### src/rtl/teclado_cajero_if.sv
// Keypad / ATM-controller signal bundle for the teclado_cajero front-end.
// The master side is the keypad (drives key inputs, observes strobes);
// the slave side is teclado_cajero itself.
interface teclado_cajero_if;
    logic [3:0]  TECLA;
    logic        TECLA_VALIDA;
    logic        MODO_MONTO;
    logic [3:0]  DIGITO;
    logic        DIGITO_STB;
    logic [31:0] MONTO;
    logic        MONTO_STB;
    logic        DESBORDE;

    modport master (
        output TECLA, TECLA_VALIDA, MODO_MONTO,
        input  DIGITO, DIGITO_STB, MONTO, MONTO_STB, DESBORDE
    );

    modport slave (
        input  TECLA, TECLA_VALIDA, MODO_MONTO,
        output DIGITO, DIGITO_STB, MONTO, MONTO_STB, DESBORDE
    );
endinterface

### src/rtl/teclado_cajero.sv
// Keypad front-end for the ATM controller: debounces key presses, strobes
// PIN digits, and accumulates decimal amount keystrokes into a 32-bit binary
// amount released on ENTER. All outputs are registered.
module teclado_cajero #(
    parameter int DEBOUNCE_CICLOS   = 2,  // 1..15
    parameter int MAX_DIGITOS_MONTO = 9   // 1..9, keeps acc within 32 bits
) (
    input logic              CLK,
    input logic              RESET,
    teclado_cajero_if.slave  bus
);

    localparam logic [1:0] ESPERA_SOLTAR = 2'd0;
    localparam logic [1:0] REPOSO        = 2'd1;
    localparam logic [1:0] FILTRO        = 2'd2;

    localparam logic [3:0] K_ENTER  = 4'hA;
    localparam logic [3:0] K_BORRAR = 4'hB;

    logic [1:0]  state_q, state_d;
    logic [3:0]  tecla_q, tecla_d;        // code being filtered
    logic [3:0]  cnt_q, cnt_d;            // consecutive stable samples
    logic [31:0] acc_q, acc_d;            // partial amount
    logic [3:0]  ndig_q, ndig_d;          // digits in partial amount
    logic        modo_q;                  // MODO_MONTO on the previous cycle
    logic        desborde_q, desborde_d;
    logic [3:0]  digito_q, digito_d;
    logic        digito_stb_q, digito_stb_d;
    logic [31:0] monto_q, monto_d;
    logic        monto_stb_q, monto_stb_d;

    logic        accept;
    logic [3:0]  key;
    logic        modo_cambio;
    logic [31:0] acc_base;
    logic [3:0]  ndig_base;
    logic        desborde_base;

    // Debounce FSM: decides when a press is accepted and which code it carries.
    always_comb begin
        // NOTE: every signal gets a default first so no path leaves it unassigned, which would infer a latch.
        state_d = state_q;
        tecla_d = tecla_q;
        cnt_d   = cnt_q;
        accept  = 1'b0;
        key     = tecla_q;
        case (state_q)
            ESPERA_SOLTAR: begin
                if (!bus.TECLA_VALIDA) begin
                    state_d = REPOSO;
                end
            end
            REPOSO: begin
                if (bus.TECLA_VALIDA) begin
                    tecla_d = bus.TECLA;
                    cnt_d   = 4'd1;
                    if (DEBOUNCE_CICLOS == 1) begin
                        accept  = 1'b1;
                        key     = bus.TECLA;
                        state_d = ESPERA_SOLTAR;
                    end else begin
                        state_d = FILTRO;
                    end
                end
            end
            FILTRO: begin
                if (!bus.TECLA_VALIDA) begin
                    state_d = REPOSO;
                end else if (bus.TECLA != tecla_q) begin
                    tecla_d = bus.TECLA;
                    cnt_d   = 4'd1;
                end else begin
                    cnt_d = cnt_q + 4'd1;
                    if (cnt_d == 4'(DEBOUNCE_CICLOS)) begin
                        accept  = 1'b1;
                        state_d = ESPERA_SOLTAR;
                    end
                end
            end
            default: begin
                state_d = ESPERA_SOLTAR;
            end
        endcase
    end

    // Key action: mode-change clear first, then the accepted key acts on the result.
    always_comb begin
        modo_cambio   = bus.MODO_MONTO != modo_q;
        acc_base      = modo_cambio ? 32'd0 : acc_q;
        ndig_base     = modo_cambio ? 4'd0  : ndig_q;
        desborde_base = modo_cambio ? 1'b0  : desborde_q;

        acc_d        = acc_base;
        ndig_d       = ndig_base;
        desborde_d   = desborde_base;
        digito_d     = 4'd0;
        digito_stb_d = 1'b0;
        monto_d      = monto_q;
        monto_stb_d  = 1'b0;

        if (accept) begin
            if (!bus.MODO_MONTO) begin
                if (key <= 4'd9) begin
                    digito_d     = key;
                    digito_stb_d = 1'b1;
                end
            end else if (key <= 4'd9) begin
                if (ndig_base < 4'(MAX_DIGITOS_MONTO)) begin
                    acc_d  = (acc_base << 3) + (acc_base << 1) + {28'd0, key};
                    ndig_d = ndig_base + 4'd1;
                end else begin
                    desborde_d = 1'b1;
                end
            end else if (key == K_ENTER) begin
                if (ndig_base != 4'd0) begin
                    monto_d     = acc_base;
                    monto_stb_d = 1'b1;
                    acc_d       = 32'd0;
                    ndig_d      = 4'd0;
                    desborde_d  = 1'b0;
                end
            end else if (key == K_BORRAR) begin
                acc_d      = 32'd0;
                ndig_d     = 4'd0;
                desborde_d = 1'b0;
            end
        end
    end

    // State and output registers with synchronous reset.
    always_ff @(posedge CLK) begin
        // NOTE: non-blocking assignments here so every register samples pre-edge values.
        if (RESET) begin
            state_q      <= ESPERA_SOLTAR;
            tecla_q      <= 4'd0;
            cnt_q        <= 4'd0;
            acc_q        <= 32'd0;
            ndig_q       <= 4'd0;
            modo_q       <= 1'b0;
            desborde_q   <= 1'b0;
            digito_q     <= 4'd0;
            digito_stb_q <= 1'b0;
            monto_q      <= 32'd0;
            monto_stb_q  <= 1'b0;
        end else begin
            state_q      <= state_d;
            tecla_q      <= tecla_d;
            cnt_q        <= cnt_d;
            acc_q        <= acc_d;
            ndig_q       <= ndig_d;
            modo_q       <= bus.MODO_MONTO;
            desborde_q   <= desborde_d;
            digito_q     <= digito_d;
            digito_stb_q <= digito_stb_d;
            monto_q      <= monto_d;
            monto_stb_q  <= monto_stb_d;
        end
    end

    assign bus.DIGITO     = digito_q;
    assign bus.DIGITO_STB = digito_stb_q;
    assign bus.MONTO      = monto_q;
    assign bus.MONTO_STB  = monto_stb_q;
    assign bus.DESBORDE   = desborde_q;

endmodule

### src/flat_wrapper.sv
// flat-port wrapper written by rule: the top's interface ports become plain ports
module teclado_cajero_flat 
#(
    parameter int DEBOUNCE_CICLOS   = 2,          
    parameter int MAX_DIGITOS_MONTO = 9                                    
)
  (CLK, RESET, bus_TECLA, bus_TECLA_VALIDA, bus_MODO_MONTO, bus_DIGITO, bus_DIGITO_STB, bus_MONTO, bus_MONTO_STB, bus_DESBORDE);
  teclado_cajero_if bus_i ();
  input logic CLK;
  input logic RESET;
  input wire logic [$bits(bus_i.TECLA)-1:0] bus_TECLA;
  input wire logic [$bits(bus_i.TECLA_VALIDA)-1:0] bus_TECLA_VALIDA;
  input wire logic [$bits(bus_i.MODO_MONTO)-1:0] bus_MODO_MONTO;
  output wire logic [$bits(bus_i.DIGITO)-1:0] bus_DIGITO;
  output wire logic [$bits(bus_i.DIGITO_STB)-1:0] bus_DIGITO_STB;
  output wire logic [$bits(bus_i.MONTO)-1:0] bus_MONTO;
  output wire logic [$bits(bus_i.MONTO_STB)-1:0] bus_MONTO_STB;
  output wire logic [$bits(bus_i.DESBORDE)-1:0] bus_DESBORDE;
  assign bus_i.TECLA = bus_TECLA;
  assign bus_i.TECLA_VALIDA = bus_TECLA_VALIDA;
  assign bus_i.MODO_MONTO = bus_MODO_MONTO;
  assign bus_DIGITO = bus_i.DIGITO;
  assign bus_DIGITO_STB = bus_i.DIGITO_STB;
  assign bus_MONTO = bus_i.MONTO;
  assign bus_MONTO_STB = bus_i.MONTO_STB;
  assign bus_DESBORDE = bus_i.DESBORDE;
  teclado_cajero #(.DEBOUNCE_CICLOS(DEBOUNCE_CICLOS), .MAX_DIGITOS_MONTO(MAX_DIGITOS_MONTO)) u_core (.CLK(CLK), .RESET(RESET), .bus(bus_i));
endmodule
### config.mk
export PLATFORM = sky130hd
export DESIGN_NAME = teclado_cajero_flat
export DESIGN_NICKNAME = d
export VERILOG_FILES = /design/src/rtl/teclado_cajero_if.sv /design/src/rtl/teclado_cajero.sv /design/src/flat_wrapper.sv
export SDC_FILE = /design/constraint.sdc
export NUM_CORES = 1
export LEC_CHECK = 0
export ABC_CLOCK_PERIOD_IN_PS = 3970
export CAP_MARGIN = 20
export CORE_MARGIN = 4
export CORE_UTILIZATION = 50
export CTS_CLUSTER_SIZE = 14
export DETAILED_ROUTE_END_ITERATION = 8
export HOLD_SLACK_MARGIN = 0.12
export PLACE_DENSITY = 0.81
export SETUP_SLACK_MARGIN = 0.2
export SKIP_CTS_REPAIR_TIMING = 1
export SYNTH_ARGS = -nofsm -noshare
export SYNTH_HDL_FRONTEND = slang
export SYNTH_SLANG_ARGS = --single-unit
### constraint.sdc
create_clock -name CLK -period 3.97 [get_ports CLK]
set_clock_uncertainty 0.05 [all_clocks]
set_input_delay 0.794 -clock CLK [delete_from_list [all_inputs] [get_ports CLK]]
set_output_delay 0.794 -clock CLK [all_outputs]
set_load 0.03 [all_outputs]
== Word level (Yosys, flattened, before mapping) ==
Cells that the tools add are included.

* Add/subtract/negate cells: 4
* Multiply operators: 0
* Div/mod/pow operators: 0
* $lt $le $gt $ge: 2
* Equality and inequality tests: 13
* Shifts and indexed selects: 0
* Mux-type cells: 44
* Bitwise gates (word level): 4
* Reductions and logical operators: 10

{| class="wikitable"
|+ Operators by type and width
! kind !! count
|-
| two-way mux 32 bit || 8
|-
| two-way mux 4 bit || 14
|-
| adder 32 bit || 1
|-
| adder 32 x 4 -> 32 bit || 1
|-
| case mux 4 bit (2 select lines) || 2
|-
| two-way mux 1 bit || 14
|-
| two-way mux 2 bit || 5
|-
| adder 4 x 1 -> 4 bit, second input constant || 2
|-
| == test 4 bit, second input constant || 2
|-
| AND reduction 4 bit || 2
|-
| != test 2 bit, second input constant || 3
|-
| case mux 2 bit (3 select lines) || 1
|-
| AND reduction 5 bit || 1
|-
| OR reduction 5 bit || 1
|-
| == test 4 x 2 -> 1 bit, second input constant || 1
|-
| less-or-equal comparator 4 bit, second input constant || 1
|-
| < comparator 4 bit, second input constant || 1
|-
| != test 4 bit || 1
|-
| inverter 1 bit || 4
|-
| nonzero test 4 bit || 1
|-
| OR reduction 4 bit || 1
|-
| != test 3 x 2 -> 1 bit, second input constant || 1
|-
| != test 3 bit, second input constant || 1
|-
| AND reduction 3 bit || 1
|-
| 7 further kinds || 7
|}

* Register bits: 86
* Bits in latches: 0
* Bits in writable memories: 0
* ROM bits: 0
* Input port bits: 8
* Output and inout port bits: 39
* Word-level logic and storage cells: 88
* Memories kept: 0

== Depth between registers and ports, before layout ==
* Depth in word-level cells: 8
* Mapped depth: 16
* Gate-level depth less buffers: 14

== Least setup slack after synthesis ==
OpenSTA, ideal clock, no wires.

* Path type: input to register
* Start: in bus_MODO_MONTO
* End: reg u_core.acc_q[28]
* Data arrival time: 4053 ps
* Data required time: 3803 ps
* Path slack: -250 ps
* Cell stages on the path: 14
* Path buffers: 2
* Cells stage by stage: xnor2_1 -> clkbuf_1 -> clkbuf_1 -> and2_1 -> ha_1 -> ha_1 -> nor2b_1 -> o211ai_1 -> a31oi_2 -> a211oi_2 -> a2111oi_4 -> o311ai_1 -> nand3_1 -> a32o_1

* Word-level cells in the longest chain between the ends: 8
* Elaborated cells between the ends (all ways): 14

{| class="wikitable"
|+ Ends and longest elaborated chain
! element !! line !! RTL
|-
| start: declaration || flat_wrapper.sv:13 || <nowiki>input wire logic [$bits(bus_i.MODO_MONTO)-1:0] bus_MODO_MONTO;</nowiki>
|-
| != test 1 bit || teclado_cajero.sv:88 || <nowiki>modo_cambio = bus.MODO_MONTO != modo_q;</nowiki>
|-
| two-way mux 32 bit || teclado_cajero.sv:89 || <nowiki>acc_base = modo_cambio ? 32'd0 : acc_q;</nowiki>
|-
| net u_core.acc_base[3] || teclado_cajero.sv:35 || <nowiki>logic [31:0] acc_base;</nowiki>
|-
| adder 32 bit || teclado_cajero.sv:109 || <nowiki>acc_d = (acc_base << 3) + (acc_base << 1) + {28'd0, key};</nowiki>
|-
| adder 32 x 4 -> 32 bit || teclado_cajero.sv:109 ||
|-
| two-way mux 32 bit || teclado_cajero.sv:108 || <nowiki>if (ndig_base < 4'(MAX_DIGITOS_MONTO)) begin</nowiki>
|-
| two-way mux 32 bit || teclado_cajero.sv:107 || <nowiki>end else if (key <= 4'd9) begin</nowiki>
|-
| two-way mux 32 bit || teclado_cajero.sv:102 || <nowiki>if (!bus.MODO_MONTO) begin</nowiki>
|-
| two-way mux 32 bit || teclado_cajero.sv:101 || <nowiki>if (accept) begin</nowiki>
|-
| end signal: assignment || teclado_cajero.sv:137 || <nowiki>acc_q <= 32'd0;</nowiki>
|-
| end signal: assignment || teclado_cajero.sv:149 || <nowiki>acc_q <= acc_d;</nowiki>
|-
| end: declaration || teclado_cajero.sv:23 || <nowiki>logic [31:0] acc_q, acc_d;</nowiki>
|}

The timed path passes the listed nets, and every way through them passes these cells.
A chain may end at the register's enable or synchronous reset.

== Final worst setup path ==
Same ends and word-level chain as after synthesis.

==> results.md <==
* Layout cell share with drive strength beyond 1 at 0.213
* Synth top area cells: dfxtp_1, ha_1, a21oi_1, nand2_1, and2_1
* Non-Filler Instances at 959
* Crit-path slowest cell: fa_1
* # H-tree levels at 3
* Met2 wire length at 7450 µm
* Largest net degree at the start of global routing at 52
* IO Port Bufs at 46
* Drt first pass iters at 6
* Mapped Area at 0.00546 mm²
* Number of synthesized register bits at 86
* Drt initial violations at 291
* RSZ-0062 raised after global routing: yes
* Initial antenna violation count at 0
* Met3 wire length at 708 µm
* Avg WL per Cell at 15.8 µm
* Setup crit start kind: input port
* Post-synth EDFFs at 0
* WP data arrival at 3980 ps
* Post-DRT Antenna Nets at 0
* CTS Buffer Depth at 2
* Chip width at 112 µm
* Root buf cell: clkbuf_8
* Pwr dens at 222 mW/mm²
* WHS at 401 ps
* DPL Wire Length at 11200 µm
* Vias at 5506
* Ys Warns at 0
* Final setup margin at 210 ps
* Reg power frac at 0.545
* Final setup fails at 0
* Max cap viols at 0
* CTS tree: done
* Vias in the first global route at 5450
* Outcome: completed
* Global placer's final weighted congestion at 0.956
* DRT Wirelength at 15200 µm
* # clock sinks at 86
* Final Util at 0.690
* Chip Height at 112 µm
* Total CTS buffers at 9
* Global-route wire length before repair at 25500 µm
* Leading area contributor after synthesis: dfxtp_1
* IO Count at 47
* Crit end category: flop
* Top cells by count, synth: nand2_1, a21oi_1, dfxtp_1
* Combinational fraction of design power at 0.047
* Worst Max-Slew Pin Slew at 958 ps
* Crit path cell chain: buf_8, xnor2_4, and2_4, fa_1, inv_2, fa_2, nor2b_4, o211ai_1, a31oi_2, a211oi_4, a2111oi_4, buf_4, o311ai_2, a21o_1, a32o_1
* Initial core utilization at 0.521
* Min cycle time layout at 3760 ps
* Hold Crit Class: flop to flop
* Via density per instance at 5.74
* Internal at 1.21 mW
* Dpl cells at 937
* Critical path required time at 4190 ps
* Switching share of power at 0.247
* Slew headroom at 0.361
* M1 WL at 6410 µm
* Asr flop ratio synth at 0
* Core Region at 0.0105 mm²
* P_leak at 3.24 nW
* Post-Place Worst Slack at -546 ps
* Cell family with most CP delay: compound AO/OA/AOI/OAI gates
* Maximum VDD drop at 0.136 mV
* Synth top area share at 0.316
* WP buf/inv at 3
* Die area at 0.0126 mm²
* Max incr delay on CP at 570 ps
* Nets at 890
* Switch Pwr at 0.395 mW
* Syn Inst Count at 673
* Mapped Avg Cell Area at 8.11 µm²
* Tcrit/Tclk final at 0.947
* ANT cells at 0
* Ys flop type: dfxtp_1
* GR Overflow Total at 0
* Synthesis-to-layout area growth at 32.3%
* Sequential area share after synthesis at 0.316
* Max Clock Freq at 266 MHz
* Worst Path Max Fanout at 5
* WS Path Type: input port to flop
* Clock power frac at 0.408
* Drc violations at 0
* GRT Overall Usage at 0.242
* Total power at 1.60 mW
* Most frequent cell after synthesis: nand2_1
* Library cells used by synthesis at 62
* Worst skew pair latency at 380 ps
* Top Metal Used: met4
* Final Hold Vio Count at 0
* Fin. max-slew vios at 0
* Syn Nets at 745
* Clock Pin Slew Worst Setup and Hold Paths at 90 ps
* Layout fillers at 797
* Rows at 37
==> routing by layer <==
metal  vias up  GRT usage
li1       2665          -
met1      2600      0.292
met3        57     0.0399
met4         0      0.112
met5         -          0
met2       184      0.418
==> power by group through the flow <==
| stage | Combinational, mW | Sequential [mW] | Clock (mW) |
|---|---|---|---|
| 2_1_floorplan | 0.0459 | 0.890 | 0 |
| 3_3_place_gp | 0.0668 | 0.891 | 0 |
| 3_5_place_dp | 0.0702 | 0.892 | 0 |
| 4_1_cts | 0.0711 | 0.872 | 0.661 |
| 5_1_grt | 0.0824 | 0.873 | 0.713 |
| 6_report | 0.0752 | 0.872 | 0.653 |
==> stage by stage <==
stage / instance area (µm²) / TNS [ps]
global placement: 6880 / -4500
floorplan: 5580 / 0
global route: 7220 / 0
detailed placement: 6880 / -6380
CTS: 7090 / -1030
finish: 7220 / 0
==> logic make-up (layout without fill, tap and decap cells) <==
family          Yosys count  in the layout  synth area share
buf+inv                  46            196            0.0372
xor+xnor                 28             28            0.0450
mux                       4              4           0.00734
simple gates            261            261             0.233
flops                    86             86             0.316
compound gates          184            184             0.213
fa+ha+maj                64             64             0.150
==> final cells by class <==
cell class	count	area [µm²]	area share
Multi-Input combinational cell	541	3700	0.513
Clock buffer	10	138	0.0191
Tap cell	136	170	0.0236
Timing Repair Buffer	161	1340	0.186
Inverter	19	71.3	0.00988
Sequential cell	86	1720	0.239
Clock inverter	6	71.3	0.00988
==> registers in the layout, summed over array words and instances (netlist names) <==
name	flops
u_core.state_q	2
u_core.acc_q	32
u_core.ndig_q	4
u_core.bus.DIGITO	4
u_core.key	4
u_core.bus.DESBORDE	1
u_core.cnt_q	4
u_core.bus.MONTO	32
u_core.modo_q	1
u_core.bus.DIGITO_STB	1
u_core.bus.MONTO_STB	1
==> final timing paths <==
check | from | endpoint | slack, ps | cells past startpoint
hold / removal | u_core.acc_q[19]$_SDFF_PP0_ | u_core.acc_q[19]$_SDFF_PP0_ | 400 | 2
setup / recovery | bus_MODO_MONTO | u_core.acc_q[28]$_SDFF_PP0_ | 210 | 15
setup reg to reg | u_core.modo_q$_SDFF_PP0_ | u_core.acc_q[28]$_SDFF_PP0_ | 320 | 14
hold reg to reg | u_core.acc_q[19]$_SDFF_PP0_ | u_core.acc_q[19]$_SDFF_PP0_ | 400 | 2
==> worst min-delay path, delay by kind of cell (launching register included) <==
family	cells	cell delay, ps
simple gates	1	40
compound gates	1	50
flops	1	330
==> cell usage in the layout (no fill, tap or decap), types with 7 or more instances in the layout <==
master and n:
a21o_1 13, a21oi_1 85, and2_1 25, and3_1 7, buf_4 113, clkbuf_8 10
clkdlybuf4s50_1 44, dfxtp_1 86, ha_1 57, inv_1 18, nand2_1 114, nand3_1 11
nand4_1 7, nor2_1 42, nor3_1 11, o21ai_0 24, o21ai_1 10, xnor2_1 14
xor2_1 13
Note: power is estimated with default switching activity, not from simulation.
==> RTL edit (same settings) <==
`MAX_DIGITOS_MONTO` is set to 9 in 2 places; all go to 4.
--- a/src/rtl/teclado_cajero.sv
+++ b/src/rtl/teclado_cajero.sv
@@ -4,5 +4,5 @@
 module teclado_cajero #(
     parameter int DEBOUNCE_CICLOS   = 2,  // 1..15
-    parameter int MAX_DIGITOS_MONTO = 9   // 1..9, keeps acc within 32 bits
+    parameter int MAX_DIGITOS_MONTO = 4   // 1..9, keeps acc within 32 bits
 ) (
     input logic              CLK,
--- a/src/flat_wrapper.sv
+++ b/src/flat_wrapper.sv
@@ -3,5 +3,5 @@
 #(
     parameter int DEBOUNCE_CICLOS   = 2,          
-    parameter int MAX_DIGITOS_MONTO = 9                                    
+    parameter int MAX_DIGITOS_MONTO = 4                                    
 )
   (CLK, RESET, bus_TECLA, bus_TECLA_VALIDA, bus_MODO_MONTO, bus_DIGITO, bus_DIGITO_STB, bus_MONTO, bus_MONTO_STB, bus_DESBORDE);
Formal check against the unedited RTL: same outputs for any inputs over 10 cycles, from zero or initial values and one cycle with RESET high; that may be too few to reach the edited logic, so the function may still have changed.
==> RTL edit against the unedited design <==
Sequential cell count did not move. Routed wire length fell by 4.2%. Non-clock buffer count fell by 14. Synthesized cell count fell by 2.7%. Utilization fell by 3.4 points. Sequential share of layout area rose by 0.26 points. Combinational power rose by 0.5%. Cell area fell by 1.1%. Worst setup slack improved by 0.078 ns. Register-to-register slack improved by 0.22 ns. Fmax rose by 2.1%. Power rose by 7.4%. Critical path type unchanged. Synthesized area rose by 2.4%.
==> RTL edit: results (changes against the unedited design) <==
status=finished clean; vias=5,223 (-5.1%); Clock Tree Root=clkbuf_8; GRT Overall Usage=22.80% (-1.4 points); met2 usage=39.42% (-2.4 points); GPL Wtd Cong=0.9353 (-2.2%); layout cells sized above 1=28.81% (+7.5 points); largest net degree at the start of global routing=33 (-37%); synthesized area per cell=8.531 um2 (+5.2%); Final Non-Filler Cells=928 (-3.2%); VDD IR max=0.0001592 V (+17%); mux contribution to synthesized area=0.7165% (-0.017 points); static leakage=3.116 nW (-3.7%); DP Cell Count=911 (-2.8%); placed inst area=6845 um2 (-0.51%); commonest cells in the netlist=95 x nand2_1, 86 x dfxtp_1, 62 x ha_1; wire per inst=15.66 um (-0.97%); CP max FO=8 (+3); Yosys cell types=58 (-6.5%); initial DRC count=427 (+47%); synth top area cells=dfxtp_1 31%, ha_1 14%, nand2_1 6.4%, a21oi_1 4.7%, a21oi_2 4.7%; Met2 Wirelength=7076 um (-5.0%); Compound-Gate Fraction of Synth Area=20.51% (-0.75 points); Arr. time, crit path=3.88 ns (-0.10 ns); WL met1=6337 um (-1.2%); WHS Path Cells=2 (unchanged); number of global-route vias before repair=5,365 (-1.6%); Filler Cells Inserted=866 (+8.7%); met1 Track Usage GR=27.72% (-1.5 points); first-pass GRT wire length=24,290 um (-4.6%); met3 wire length=692 um (-2.3%); register-to-register setup slack=0.54 ns (+0.22 ns); Reg-to-Reg End=u_core.acc_q[28]$_SDFF_PP0_; Synth Area in XOR/XNOR=5.172% (+0.68 points); Cell Int Power=1.347 mW (+12%); Hold Worst Slack=0.4115 ns (+0.01058 ns); Detailed Place HPWL=10,880 um (-3.0%); post-synthesis sequential area ratio=30.81% (-0.75 points); met3 Use GR=3.873% (-0.12 points); Least-Margin Pin Slew=0.9933 ns (+0.03502 ns); post-synthesis adder-cell area fraction=14.60% (-0.35 points); HP Start=u_core.bus.MONTO[0]$_SDFFE_PP0P_; Nets=855 (-3.9%); syn_nets=727 (-2.4%); Worst Hold Endpoint=u_core.bus.MONTO[0]$_SDFFE_PP0P_; initial antenna violation count=0 (unchanged)
RTL edit: cell type report:
cell class,instances,area (um2),area share (%)
clock inverters,3,90.09,1.262
well taps,140,175.2,2.454
flip-flops and latches,86,1722,24.12
repair buffers,147,1232,17.27
inverters,17,63.81,0.8941
clock buffers,13,158.9,2.227
multi-input cells,522,3695,51.77
RTL edit: worst max path at each step:
stage,start,to,slack (ns),cells past startpoint
final,bus_MODO_MONTO,u_core.acc_q[28]$_SDFF_PP0_,0.29,15
after global routing,bus_MODO_MONTO,u_core.acc_q[20]$_SDFF_PP0_,0.21,16
after CTS,bus_MODO_MONTO,u_core.acc_q[24]$_SDFF_PP0_,-0.03,14
after detailed placement,bus_MODO_MONTO,u_core.acc_q[28]$_SDFF_PP0_,-0.38,15
after global placement,bus_MODO_MONTO,u_core.acc_q[28]$_SDFF_PP0_,-0.27,15
after floorplan,bus_MODO_MONTO,u_core.acc_q[30]$_SDFF_PP0_,0.21,15
RTL edit: worst max-delay path, cell delays in order:
cell            delay (ns)
dlymetal6s2s_1        0.18
xnor2_4               0.18
buf_12                0.15
and2_2                0.21
ha_1                  0.31
ha_2                  0.41
buf_4                 0.13
nand4_1               0.14
a211oi_1              0.37
a21oi_2               0.09
a32oi_2               0.30
o21ai_4               0.14
o31ai_2               0.24
xnor2_1               0.16
o2bb2ai_1             0.08
RTL edit: power groups by stage:
| stage | combinational (mW) | clock [mW] | sequential, mW |
|---|---|---|---|
| global route | 0.0817 | 0.818 | 0.872 |
| floorplan | 0.0441 | 0 | 0.889 |
| global placement | 0.0698 | 0 | 0.890 |
| CTS | 0.0732 | 0.782 | 0.870 |
| detailed placement | 0.0729 | 0 | 0.891 |
| finish | 0.0756 | 0.772 | 0.871 |
